## src/rtl/rr_grant_encoder.sv

```systemverilog
// Round-robin arbiter for 8 requesters with registered one-hot and binary grant.
// An owner keeps the grant until it releases, drops its request, or hits the hold limit.
module rr_grant_encoder #(
  parameter int MAX_HOLD = 16,
  parameter int N        = 8
) (
  input  logic         clk,
  input  logic         rst,
  input  logic [N-1:0] req,
  input  logic         rel,
  output logic [N-1:0] grant,
  output logic [2:0]   grant_idx,
  output logic         grant_valid,
  output logic         timeout
);

  typedef enum logic [0:0] {
    IDLE  = 1'b0,
    GRANT = 1'b1
  } state_t;

  localparam logic [7:0] HOLD_LAST = 8'(MAX_HOLD - 1);

  // First set request bit searching upward from p, wrapping past 7 back to 0.
  function automatic logic [2:0] rr_pick(input logic [N-1:0] r, input logic [2:0] p);
    logic [2:0] idx;
    rr_pick = p;
    for (int k = N - 1; k >= 0; k--) begin
      idx     = p + 3'(k);
      rr_pick = r[idx] ? idx : rr_pick;
    end
  endfunction

  state_t       state_r, state_s;
  logic [N-1:0] grant_r, grant_s;
  logic [2:0]   idx_r, idx_s;
  logic         valid_r, valid_s;
  logic         timeout_r, timeout_s;
  logic [2:0]   ptr_r, ptr_s;
  logic [7:0]   cnt_r, cnt_s;
  logic [2:0]   win_s;
  logic         owner_req_s;

  assign win_s       = rr_pick(req, ptr_r);
  assign owner_req_s = req[idx_r];

  // Next-state and next-output decode for the IDLE/GRANT sequencer.
  always_comb begin
    state_s   = state_r;
    grant_s   = grant_r;
    idx_s     = idx_r;
    valid_s   = valid_r;
    timeout_s = 1'b0;
    ptr_s     = ptr_r;
    cnt_s     = cnt_r;
    case (state_r)
      IDLE: begin
        if (|req) begin
          grant_s = {{(N-1){1'b0}}, 1'b1} << win_s;
          idx_s   = win_s;
          valid_s = 1'b1;
          cnt_s   = 8'd0;
          state_s = GRANT;
        end else begin
          grant_s = {N{1'b0}};
          valid_s = 1'b0;
        end
      end
      GRANT: begin
        if (rel || !owner_req_s || (cnt_r == HOLD_LAST)) begin
          // Timeout is flagged only when expiry is the sole reason to release.
          timeout_s = !rel && owner_req_s;
          grant_s   = {N{1'b0}};
          valid_s   = 1'b0;
          ptr_s     = idx_r + 3'd1;
          state_s   = IDLE;
        end else begin
          cnt_s = cnt_r + 8'd1;
        end
      end
      default: begin
        state_s = IDLE;
        grant_s = {N{1'b0}};
        valid_s = 1'b0;
        ptr_s   = 3'd0;
        cnt_s   = 8'd0;
      end
    endcase
  end

  // State, pointer, hold counter and registered outputs.
  always_ff @(posedge clk or posedge rst) begin
    if (rst) begin
      state_r   <= IDLE;
      grant_r   <= {N{1'b0}};
      idx_r     <= 3'd0;
      valid_r   <= 1'b0;
      timeout_r <= 1'b0;
      ptr_r     <= 3'd0;
      cnt_r     <= 8'd0;
    end else begin
      state_r   <= state_s;
      grant_r   <= grant_s;
      idx_r     <= idx_s;
      valid_r   <= valid_s;
      timeout_r <= timeout_s;
      ptr_r     <= ptr_s;
      cnt_r     <= cnt_s;
    end
  end

  assign grant       = grant_r;
  assign grant_idx   = idx_r;
  assign grant_valid = valid_r;
  assign timeout     = timeout_r;

endmodule
```

## config.mk

```make
export PLATFORM = sky130hd
export DESIGN_NAME = rr_grant_encoder
export DESIGN_NICKNAME = d
export VERILOG_FILES = /design/src/rtl/rr_grant_encoder.sv
export SDC_FILE = /design/constraint.sdc
export NUM_CORES = 1
export LEC_CHECK = 0
export BUFFER_PORTS_ARGS = -buffer_cell sky130_fd_sc_hd__buf_4
export CAP_MARGIN = 20
export CORE_MARGIN = 2
export CORE_UTILIZATION = 63
export DETAILED_ROUTE_END_ITERATION = 8
export PLACE_DENSITY = 0.83
export REMOVE_ABC_BUFFERS = 1
export SYNTH_ARGS = -nofsm -noshare
export SYNTH_HDL_FRONTEND = slang
export SYNTH_SLANG_ARGS = --single-unit
```

## constraint.sdc

```tcl
create_clock -name clk -period 6 [get_ports clk]
set_clock_uncertainty 0.05 [all_clocks]
set_input_delay 1.2 -clock clk [delete_from_list [all_inputs] [get_ports clk]]
set_output_delay 1.2 -clock clk [all_outputs]
set_load 0.02 [all_outputs]
```

# After elaboration in Yosys (flattened, before gate mapping)
# Cells that the tools add are included.
op_classes:
  n_mux: 39
  n_reduce_logical: 9
  multipliers: 0
  bitwise_logic: 1
  n_lt_le_gt_ge: 9
  add_sub_neg: 9
  eq_ne: 4
  div: 0
  shift: 1
ops:
  columns: ["operator", "count"]
  rows:
  - ["$lt 3x4->1 const B", 9]
  - ["$mux 8", 4]
  - ["$pmux 8 s2", 2]
  - ["$bmux 1 s3", 9]
  - ["$mux 3", 8]
  - ["$mux 1", 14]
  - ["$add 3x3->3 const B", 4]
  - ["$add 8x1->8 const B", 1]
  - ["$eq 8x4->1 const B", 1]
  - ["$reduce_or 8->1", 1]
  - ["$shl 1x3->8 const A", 1]
  - ["$add 3x1->3 const B", 2]
  - ["$add 3x2->3 const B", 2]
  - ["$reduce_and 2->1", 3]
  - ["$ne 2x2->1 const B", 2]
  - ["$pmux 1 s2", 2]
  - ["$logic_not 1->1", 2]
  - ["$logic_or 1x1->1", 2]
  - ["$ne 2x1->1 const B", 1]
  - ["$logic_and 1x1->1", 1]
  - ["$not 1->1", 1]
totals:
  regBits: 25
  inputBits: 11
  wordCells: 79
  out_inout_bits: 13
  ramBits: 0
  n_memories: 0
  rom_bits: 0
  latch_bits: 0

# Depth between registers and ports, before layout
# Gate-level depths: netlist of run 1.
logic_depth:
  word_depth: 14
  mapped_depth: 12
  ltp_nobuf: 9

# Worst setup path before layout of run 1
# Ideal clock, no wire load.
synth_path:
  path_kind: "input -> register"
  start: "input port req[7]"
  end: "register grant_r[0] (netlist: grant[0])"
  path_slack_ns: 2.579
  path_stages: 6
  setup_time_ns: 0.122
  required_ns: 5.828
  arrival_time_ns: 3.249
  path_buffers: 0
  cell_sequence: "mux4_2 or4_2 a41o_1 a311o_1 and2_4 a32o_1"
synth_via:
  elab_chain_len: 13
  elab_cells_between_ends: 34
  classes_between: "eq/ne: 1; shift: 1; mux: 28; reduce/logical: 4"
synth_rtl:
  columns: ["item", "line", "source"]
  rows:
  - ["start: declaration", "9", "input logic [N-1:0] req,"]
  - ["$bmux 1 s3", "30", "rr_pick = r[idx] ? idx : rr_pick;"]
  - ["$mux 1 (not written as such)", "30", null]
  - ["$mux 3 (8 in series)", "30", null]
  - ["$shl 1x3->8", "59", "grant_s = {{(N-1){1'b0}}, 1'b1} << win_s;"]
  - ["$mux 8", "58", "if (|req) begin"]
  - ["$pmux 8 s2", "56", "case (state_r)"]
  - ["end signal: assignment", "95", "grant_r <= {N{1'b0}};"]
  - ["end signal: assignment", "103", "grant_r <= grant_s;"]
  - ["end: declaration", "35", "logic [N-1:0] grant_r, grant_s;"]
# Parallel ways exist; a longest one is shown, timed or not. The select of a mux whose other input is x is not followed.
# A chain may end at the register's enable or synchronous reset.

# Final worst setup path of run 1
layout_path:
  start: "register ptr_r[0]"
  end: "register grant_r[5] (netlist: grant[5])"
layout_via:
  elab_chain_len: 14
  elab_cells_between_ends: 34
  classes_between: "add/sub: 7; shift: 1; mux: 26"
layout_rtl:
  columns: ["item", "line", "source"]
  rows:
  - ["start: declaration", "39", "logic [2:0] ptr_r, ptr_s;"]
  - ["start signal: assignment", "107", "ptr_r <= ptr_s;"]
  - ["$add 3x3->3", "29", "idx = p + 3'(k);"]
  - ["$bmux 1 s3", "30", null]
  - ["$mux 1 (not written as such)", "30", null]
  - ["$mux 3 (7 in series)", "30", null]
  - ["$mux 3 (*)", "30", null]
  - ["$shl 1x3->8 (*)", "59", null]
  - ["$mux 8 (*)", "58", null]
  - ["$pmux 8 s2 (*)", "56", null]
# Every way passes the cells marked *; elsewhere a longest branch is shown, timed or not. The select of a mux whose other input is x is not followed.

==> impl_summary.txt, run 1 <==
----------------------------------------------------
[Placement]
  Buffers on Ports ... 23
  Pre-CTS worst setup slack ... 2.05 ns
  Sum of net half-perimeters after detailed placement ... 3480 µm
  Final weighted congestion in routability-driven placement ... around 0.96

[Finish]
  Area of combinational cells with multiple inputs ... about 1400 µm²
  Signed area change from the synthesized netlist to the final layout ... 7.28%
  Reg area ... between 600 and 700 µm²
  Fraction of layout cells with a size suffix above 1 ... 0.237
  Number of fill cells in the layout ... 280
  Net total in the final layout ... 244
  Diode count ... 0

[Timing]
  Hold slack ... about 0.45 ns
  Final setup violation count ... 0
  Hold Vio Cnt, Final ... 0
  Total negative setup slack ... 0 ns
  Maximum clock rate ... 0.251 GHz
  Max Slew Vio Count ... 0
  Worst max-slew margin expressed relative to the limit ... 0.337
  Transition time of the tightest slew-check pin ... 0.991 ns
  Least setup slack across all paths after layout ... slightly above 2 ns
  Min Clock Period, post-route ... about 4 ns
  Fraction of the cycle the final worst path needs ... 0.664
  RSZ-0062 raised after global routing ... false

[Clock network]
  Root Buffer Master ... sky130_fd_sc_hd__clkbuf_4
  Quantity of gates resized following cts ... 0
  Number of CTS-inserted buffers ... 3
  Maximum root-to-sink buffer count ... 2
  Clock latency on the worst-skew pair ... roughly 0.32 ns
  Buffer count from post-CTS setup fixing ... 0
  Clock sink count ... 25
  Hold buffer count at cts ... 0
  TritonCTS clock tree ... done
  Maximum level of the CTS H-tree ... 1
  Clock-pin transition on the worst setup and hold timing paths ... ~0.14 ns

[Worst setup path]
  Required time worst endpoint ... slightly above 6 ns
  Endpoint kind of the worst setup timing path ... flip-flop
  Worst Path Max Fanout ... 23
  Class of the most critical setup path ... flip-flop to flip-flop
  Critical path startpoint category ... flip-flop
  Arrival time at the worst endpoint ... around 4.2 ns

[Pwr]
  Combinational cell fraction of total power ... 0.715
  Net switching power ... approximately 700 µW
  Power share of the sequential group ... 0.232
  Clock share of power ... 0.053
  Switching power as a share of total power ... 0.493
  IR Drop Worst-Case VDD ... 364 µV
  Pwr/cell area ... ~620 nW/µm²
  Internal Power ... between 700 and 800 µW
  Total power consumption of the routed design ... around 1400 µW
  Leak ... 0.000984 µW

[Logic synthesis]
  Number of enable flip-flop cells after synthesis ... 0
  Synthesized instance count ... about 210
  Ys async rst share ... 1.00
  Complex-gate fraction of the synthesized area ... 0.179
  Primary FF master, synth ... sky130_fd_sc_hd__dfrtp_1
  Most repeated cell in the gate-level netlist after synthesis ... sky130_fd_sc_hd__dfrtp_1
  Simple-gate portion of the synthesized area ... 0.150
  Warnings, synthesis ... 0
  Share of synthesized area occupied by flip-flops and latches ... 0.291
  Leading cell types by total area after synthesis ... sky130_fd_sc_hd__dfrtp_1 (29%), sky130_fd_sc_hd__mux4_1 (7.3%), sky130_fd_sc_hd__mux2_2 (6.3%)
  Adder-Cell Fraction of Synth Area ... 0.0233
  Synth Register Bits ... 25
  Count of different cell masters after synthesis ... 52
  Leading cell types by count after synthesis ... sky130_fd_sc_hd__dfrtp_1 (25), sky130_fd_sc_hd__nand2_1 (21), sky130_fd_sc_hd__nor2_1 (15)
  Synth area leader ... sky130_fd_sc_hd__dfrtp_1
  Netlist area before placement ... approximately 2100 µm²
  Synth top area share ... 0.291
  Fraction of synthesized cell area in xor and xnor cells ... 0.0449
  Share of synthesized area spent on multiplexers ... 0.244
  Mean Syn Cell Area ... 10.2 µm²
  Largest family of logic cells by synthesized area ... multiplexers

[Floorplan]
  I/O pin count ... 24
  Die ar. ... between 3000 and 4000 µm²
  Row count ... 21
  Die X ... around 62 µm
  Chip height ... 62.4 µm
  Core ar. ... about 3300 µm²
  Starting density of the core ... 0.649

[Global route]
  Vias in the first global route ... roughly 1700
  First-pass GRT wire length ... between 8000 and 9000 µm
  Antenna violations before repair ... 0
  Overflow left after global routing ... 0
  Overall routing resource usage ... 0.267
  Pin count of the biggest net entering global routing ... 28

[Drt]
  Vias per cell ... 6.38
  Via total after detailed routing ... 1747
  DRC viols ... 0
  Final wirelength ... between 4000 and 5000 µm
  Number of iterations in the first detailed-routing pass ... 4
  Initial DRC Count ... between 100 and 150
  Per-cell routed wire length ... 17.0 µm
  Count of nets left with antenna violations after detail routing ... 0

[Run status]
  Outcome ... finished clean

[Min path]
  Class of the tightest hold or removal check ... flip-flop to flip-flop

[Run]
  Number of max-cap violations ... 0

----------------------------------------------------
## path summary, 6_finish.rpt
check / startpoint / to / slack, ns / cells past startpoint
hold reg to reg: grant_valid / grant_valid / 0.45 / 2
min in group asynchronous: rst / cnt_r[1] / 1.01 / 2
hold / removal: grant_valid / grant_valid / 0.45 / 2
max in group asynchronous: rst / ptr_r[0] / 4.32 / 2
setup reg to reg: ptr_r[0] / grant[5] / 2.01 / 9
setup / recovery: ptr_r[0] / grant[5] / 2.01 / 9
## registers in the layout (all words and copies together), names as in the netlist
signal and cells:
cnt_r 8, grant 8, grant_idx 3, ptr_r 3
grant_valid 1, state_r 1, timeout 1
## cell usage in the layout (no fill, tap or decap), drive strengths merged, types with 3 or more instances in the layout
cell type / n
dfrtp: 25
buf: 23
nand2: 21
nor2: 16
mux2: 13
mux4: 12
inv: 11
a21oi: 9
mux2i: 8
a32o: 8
nand3: 7
xnor2: 7
o21ai: 5
and2: 5
nor3: 4
a31oi: 4
o22ai: 4
xor2: 4
ha: 4
nor4: 3
clkbuf: 3
a21o: 3
## area by class of cell
cell class,count,share of cell area
multi-input cells,165,0.598
inverters,11,0.0179
clock buffers,3,0.00978
flip-flops and latches,25,0.272
clock inverters,1,0.00326
repair buffers,23,0.0750
well taps,46,0.0250
## power groups by stage
stage	clock, µW	sequential [µW]	combinational (µW)
4_1_cts	79.7	329	1010
2_1_floorplan	0	344	757
5_1_grt	85.1	344	1120
6_report	76.2	331	1020
3_5_place_dp	0	332	1010
3_3_place_gp	0	331	997
## metrics by stage
stage	utilization	cells	area, µm²
6_report	0.696	274	2300
5_1_grt	0.696	274	2300
4_1_cts	0.696	274	2300
3_5_place_dp	0.687	270	2270
3_3_place_gp	0.687	270	2270
2_1_floorplan	-	201	2040
## layer usage
| metal | global-route usage | up-vias | routed length, µm |
|---|---|---|---|
| met4 | 0.0972 | 0 | 96 |
| met5 | 0 | - | 0 |
| li1 | - | 849 | - |
| met1 | 0.354 | 848 | 1990 |
| met2 | 0.461 | 40 | 2400 |
| met3 | 0.0270 | 10 | 169 |
## critical path, cell delays in order (launching register included)
cell and delay, ns:
sky130_fd_sc_hd__dfrtp_1 0.98, sky130_fd_sc_hd__inv_1 0.19, sky130_fd_sc_hd__ha_1 0.59, sky130_fd_sc_hd__mux4_1 0.72
sky130_fd_sc_hd__mux2i_1 0.28, sky130_fd_sc_hd__nand3_1 0.12, sky130_fd_sc_hd__a41o_1 0.24, sky130_fd_sc_hd__a311o_1 0.29
sky130_fd_sc_hd__and2_4 0.19, sky130_fd_sc_hd__a32o_1 0.24
## logic make-up (layout without fill, tap and decap cells)
kind of cell | count (synthesis) | after routing
AND/OR/NAND/NOR | 66 | 66
AO/OA/AOI/OAI | 51 | 51
multiplexers | 33 | 33
flip-flops | 25 | 25
buffers and inverters | 21 | 38
XOR/XNOR | 11 | 11
adder cells (fa/ha/maj) | 4 | 4
Power figures use the tool's default switching activity.
==> run 2: changes to the inputs <==
--- a/config.mk
+++ b/config.mk
@@ -5,12 +5,13 @@
 export SDC_FILE = /design/constraint.sdc
 export NUM_CORES = 1
 export LEC_CHECK = 0
+export ABC_AREA = 1
 export BUFFER_PORTS_ARGS = -buffer_cell sky130_fd_sc_hd__buf_4
 export CAP_MARGIN = 20
 export CORE_MARGIN = 2
-export CORE_UTILIZATION = 63
+export CORE_UTILIZATION = 52
 export DETAILED_ROUTE_END_ITERATION = 8
-export PLACE_DENSITY = 0.83
+export PLACE_DENSITY = 0.74
 export REMOVE_ABC_BUFFERS = 1
 export SYNTH_ARGS = -nofsm -noshare
 export SYNTH_HDL_FRONTEND = slang
==> constraint.sdc (replaced) <==
create_clock -name clk -period 3.28 [get_ports clk]
set_clock_uncertainty 0.05 [all_clocks]
set_input_delay 0.656 -clock clk [delete_from_list [all_inputs] [get_ports clk]]
set_output_delay 0.656 -clock clk [all_outputs]
set_load 0.02 [all_outputs]
==> impl_summary.txt, run 2 <==
----------------------------------------------------
[Global route]
  Pin count of the biggest net entering global routing ... 26
  Antenna violations before repair ... 0
  First-pass GRT wire length ... between 7000 and 8000 µm
  Overall routing resource usage ... 0.224
  Overflow left after global routing ... 0
  Vias in the first global route ... 1695

[Logic synthesis]
  Leading cell types by count after synthesis ... sky130_fd_sc_hd__nand2_1 (85), sky130_fd_sc_hd__nand3_1 (33), sky130_fd_sc_hd__inv_1 (28)
  Leading cell types by total area after synthesis ... sky130_fd_sc_hd__dfrtp_1 (33%), sky130_fd_sc_hd__nand2_1 (17%), sky130_fd_sc_hd__nand3_1 (8.6%)
  Ys async rst share ... 1.00
  Number of enable flip-flop cells after synthesis ... 0
  Count of different cell masters after synthesis ... 27
  Synth Register Bits ... 25
  Warnings, synthesis ... 0
  Primary FF master, synth ... sky130_fd_sc_hd__dfrtp_1
  Synthesized instance count ... ~270
  Share of synthesized area occupied by flip-flops and latches ... 0.327
  Netlist area before placement ... about 1900 µm²
  Most repeated cell in the gate-level netlist after synthesis ... sky130_fd_sc_hd__nand2_1
  Mean Syn Cell Area ... approximately 7 µm²
  Synth top area share ... 0.327
  Synth area leader ... sky130_fd_sc_hd__dfrtp_1

[Finish]
  Net total in the final layout ... around 310
  Commonest non-fill, non-tap cells in the layout ... sky130_fd_sc_hd__nand2_1 (85), sky130_fd_sc_hd__nand3_1 (33), sky130_fd_sc_hd__inv_1 (28), sky130_fd_sc_hd__dfrtp_1 (25), sky130_fd_sc_hd__buf_4 (24)
  Fraction of layout cells with a size suffix above 1 ... 0.230
  Number of fill cells in the layout ... ~350
  Most common library cell in the layout ignoring fill and taps ... sky130_fd_sc_hd__nand2_1
  Post-route core utilization ... 0.599
  Signed area change from the synthesized netlist to the final layout ... 12.9%
  Diode count ... 0

[Clock network]
  Buffer count from post-CTS setup fixing ... 0
  Root Buffer Master ... sky130_fd_sc_hd__clkbuf_8
  Maximum root-to-sink buffer count ... 2
  Number of CTS-inserted buffers ... 3
  Hold buffer count at cts ... 0
  TritonCTS clock tree ... done
  Clock-pin transition on the worst setup and hold timing paths ... ~0.08 ns
  Quantity of gates resized following cts ... 0
  Clock sink count ... 25
  Maximum level of the CTS H-tree ... 1
  Clock latency on the worst-skew pair ... between 0.2 and 0.3 ns

[Timing]
  Worst max-slew margin expressed relative to the limit ... 0.393
  Fraction of the cycle the final worst path needs ... 0.796
  Maximum clock rate ... around 0.38 GHz
  Max Slew Vio Count ... 0
  Min Clock Period, post-route ... ~2.6 ns
  Transition time of the tightest slew-check pin ... approximately 0.91 ns
  RSZ-0062 raised after global routing ... false
  Final setup violation count ... 0
  Total negative setup slack ... 0 ns
  Hold Vio Cnt, Final ... 0

[Drt]
  Initial DRC Count ... about 130
  Final wirelength ... ~4200 µm
  Routed wl met2 ... between 1500 and 2000 µm
  DRC viols ... 0
  Vias per cell ... between 5 and 6
  Top Metal Used ... met4
  Per-cell routed wire length ... 12.2 µm
  Count of nets left with antenna violations after detail routing ... 0
  Detailed-route wire length on metal 1 ... about 1900 µm
  Number of iterations in the first detailed-routing pass ... 4
  Met3 routed wirelength ... about 220 µm
  Via total after detailed routing ... approximately 1800

[Placement]
  Final weighted congestion in routability-driven placement ... between 0.9 and 1
  Buffers on Ports ... 23
  Sum of net half-perimeters after detailed placement ... around 3400 µm

[Floorplan]
  Core ar. ... around 3600 µm²
  Die X ... 64.7 µm
  Row count ... 22
  Starting density of the core ... 0.531
  Die ar. ... between 4000 and 5000 µm²
  Chip height ... around 65 µm
  I/O pin count ... 24

[Worst setup path]
  Required time worst endpoint ... between 3 and 4 ns
  Worst Path Max Fanout ... 12
  Endpoint kind of the worst setup timing path ... flip-flop
  Class of the most critical setup path ... flip-flop to flip-flop
  Critical path startpoint category ... flip-flop
  Arrival time at the worst endpoint ... 2.77 ns

[Run]
  Number of max-cap violations ... 0

[Min path]
  Class of the tightest hold or removal check ... flip-flop to flip-flop

[Run status]
  Outcome ... finished clean

----------------------------------------------------
run 2: cell types whose count changed after synthesis, sizes merged, moves of 4 or more:
cell | before | now
a21oi | 9 | 18
a32o | 8 | 0
and2 | 5 | 0
inv | 11 | 38
mux2 | 13 | 0
mux2i | 8 | 0
mux4 | 12 | 0
nand2 | 21 | 97
nand3 | 7 | 44
nor2 | 16 | 12
o21ai | 5 | 20
o22ai | 4 | 0
xnor2 | 7 | 1
run 2: worst paths after layout:
path	startpoint	end	slack [ns]	cells after the start
setup reg to reg	ptr_r[0]	grant[4]	0.67	17
max in group asynchronous	rst	ptr_r[2]	2.09	2
hold / removal	grant_valid	grant_valid	0.43	2
hold reg to reg	grant_valid	grant_valid	0.43	2
setup / recovery	ptr_r[0]	grant[4]	0.67	17
min in group asynchronous	rst	grant[3]	0.54	2
run 2: layout make-up:
class	instances	area, µm²	share of cell area
multi-input cells	205	1100	0.511
flip-flops and latches	25	626	0.290
repair buffers	24	180	0.0834
inverters	38	145	0.0672
well taps	48	60.1	0.0278
clock buffers	4	45.0	0.0209
run 2: cells by family after synthesis:
group | after synthesis | synth area share
and+or+nand+nor | 158 | 0.416
buffers and inverters | 42 | 0.0961
AOI/OAI and AO/OA | 41 | 0.116
xor gates and xnor gates | 2 | 0.0190
adders and majority gates | 4 | 0.0262
DFF | 25 | 0.327
run 2: metal layers:
metal,global-route usage,vias to the layer above
met3,0.0330,6
met5,0,-
met4,0.0399,0
met2,0.384,56
met1,0.305,795
li1,-,930
run 2: metrics by stage:
| step | instance area [µm²] | setup WS (ns) | cells | hold slack, ns |
|---|---|---|---|---|
| 5_1_grt | 2160 | 0.380 | 344 | 0.461 |
| 4_1_cts | 2160 | 0.703 | 344 | 0.435 |
| 2_1_floorplan | 1870 | 1.06 | 268 | 0.434 |
| 3_3_place_gp | 2110 | 0.807 | 340 | 0.411 |
| 3_5_place_dp | 2110 | 0.741 | 340 | 0.414 |
| 6_report | 2160 | 0.670 | 344 | 0.433 |
run 2: worst max-delay path, stage by stage, from the launching register on:
cell and delay (ns):
sky130_fd_sc_hd__dfrtp_1 0.58, sky130_fd_sc_hd__inv_2 0.16, sky130_fd_sc_hd__ha_1 0.44, sky130_fd_sc_hd__inv_2 0.14
sky130_fd_sc_hd__nand3_1 0.13, sky130_fd_sc_hd__nand3_2 0.11, sky130_fd_sc_hd__nand2_1 0.08, sky130_fd_sc_hd__a21oi_1 0.13
sky130_fd_sc_hd__nand2_1 0.06, sky130_fd_sc_hd__nand2_1 0.06, sky130_fd_sc_hd__nand2_1 0.06, sky130_fd_sc_hd__nand2_1 0.07
sky130_fd_sc_hd__nand2_1 0.06, sky130_fd_sc_hd__nand2_1 0.07, sky130_fd_sc_hd__nand2_2 0.10, sky130_fd_sc_hd__nor2_2 0.11
sky130_fd_sc_hd__nand3_1 0.08, sky130_fd_sc_hd__nand2_1 0.06
Power of run 2 is not shown: default switching activity piles up to over one toggle a cycle in this logic, so the estimate is an artifact.
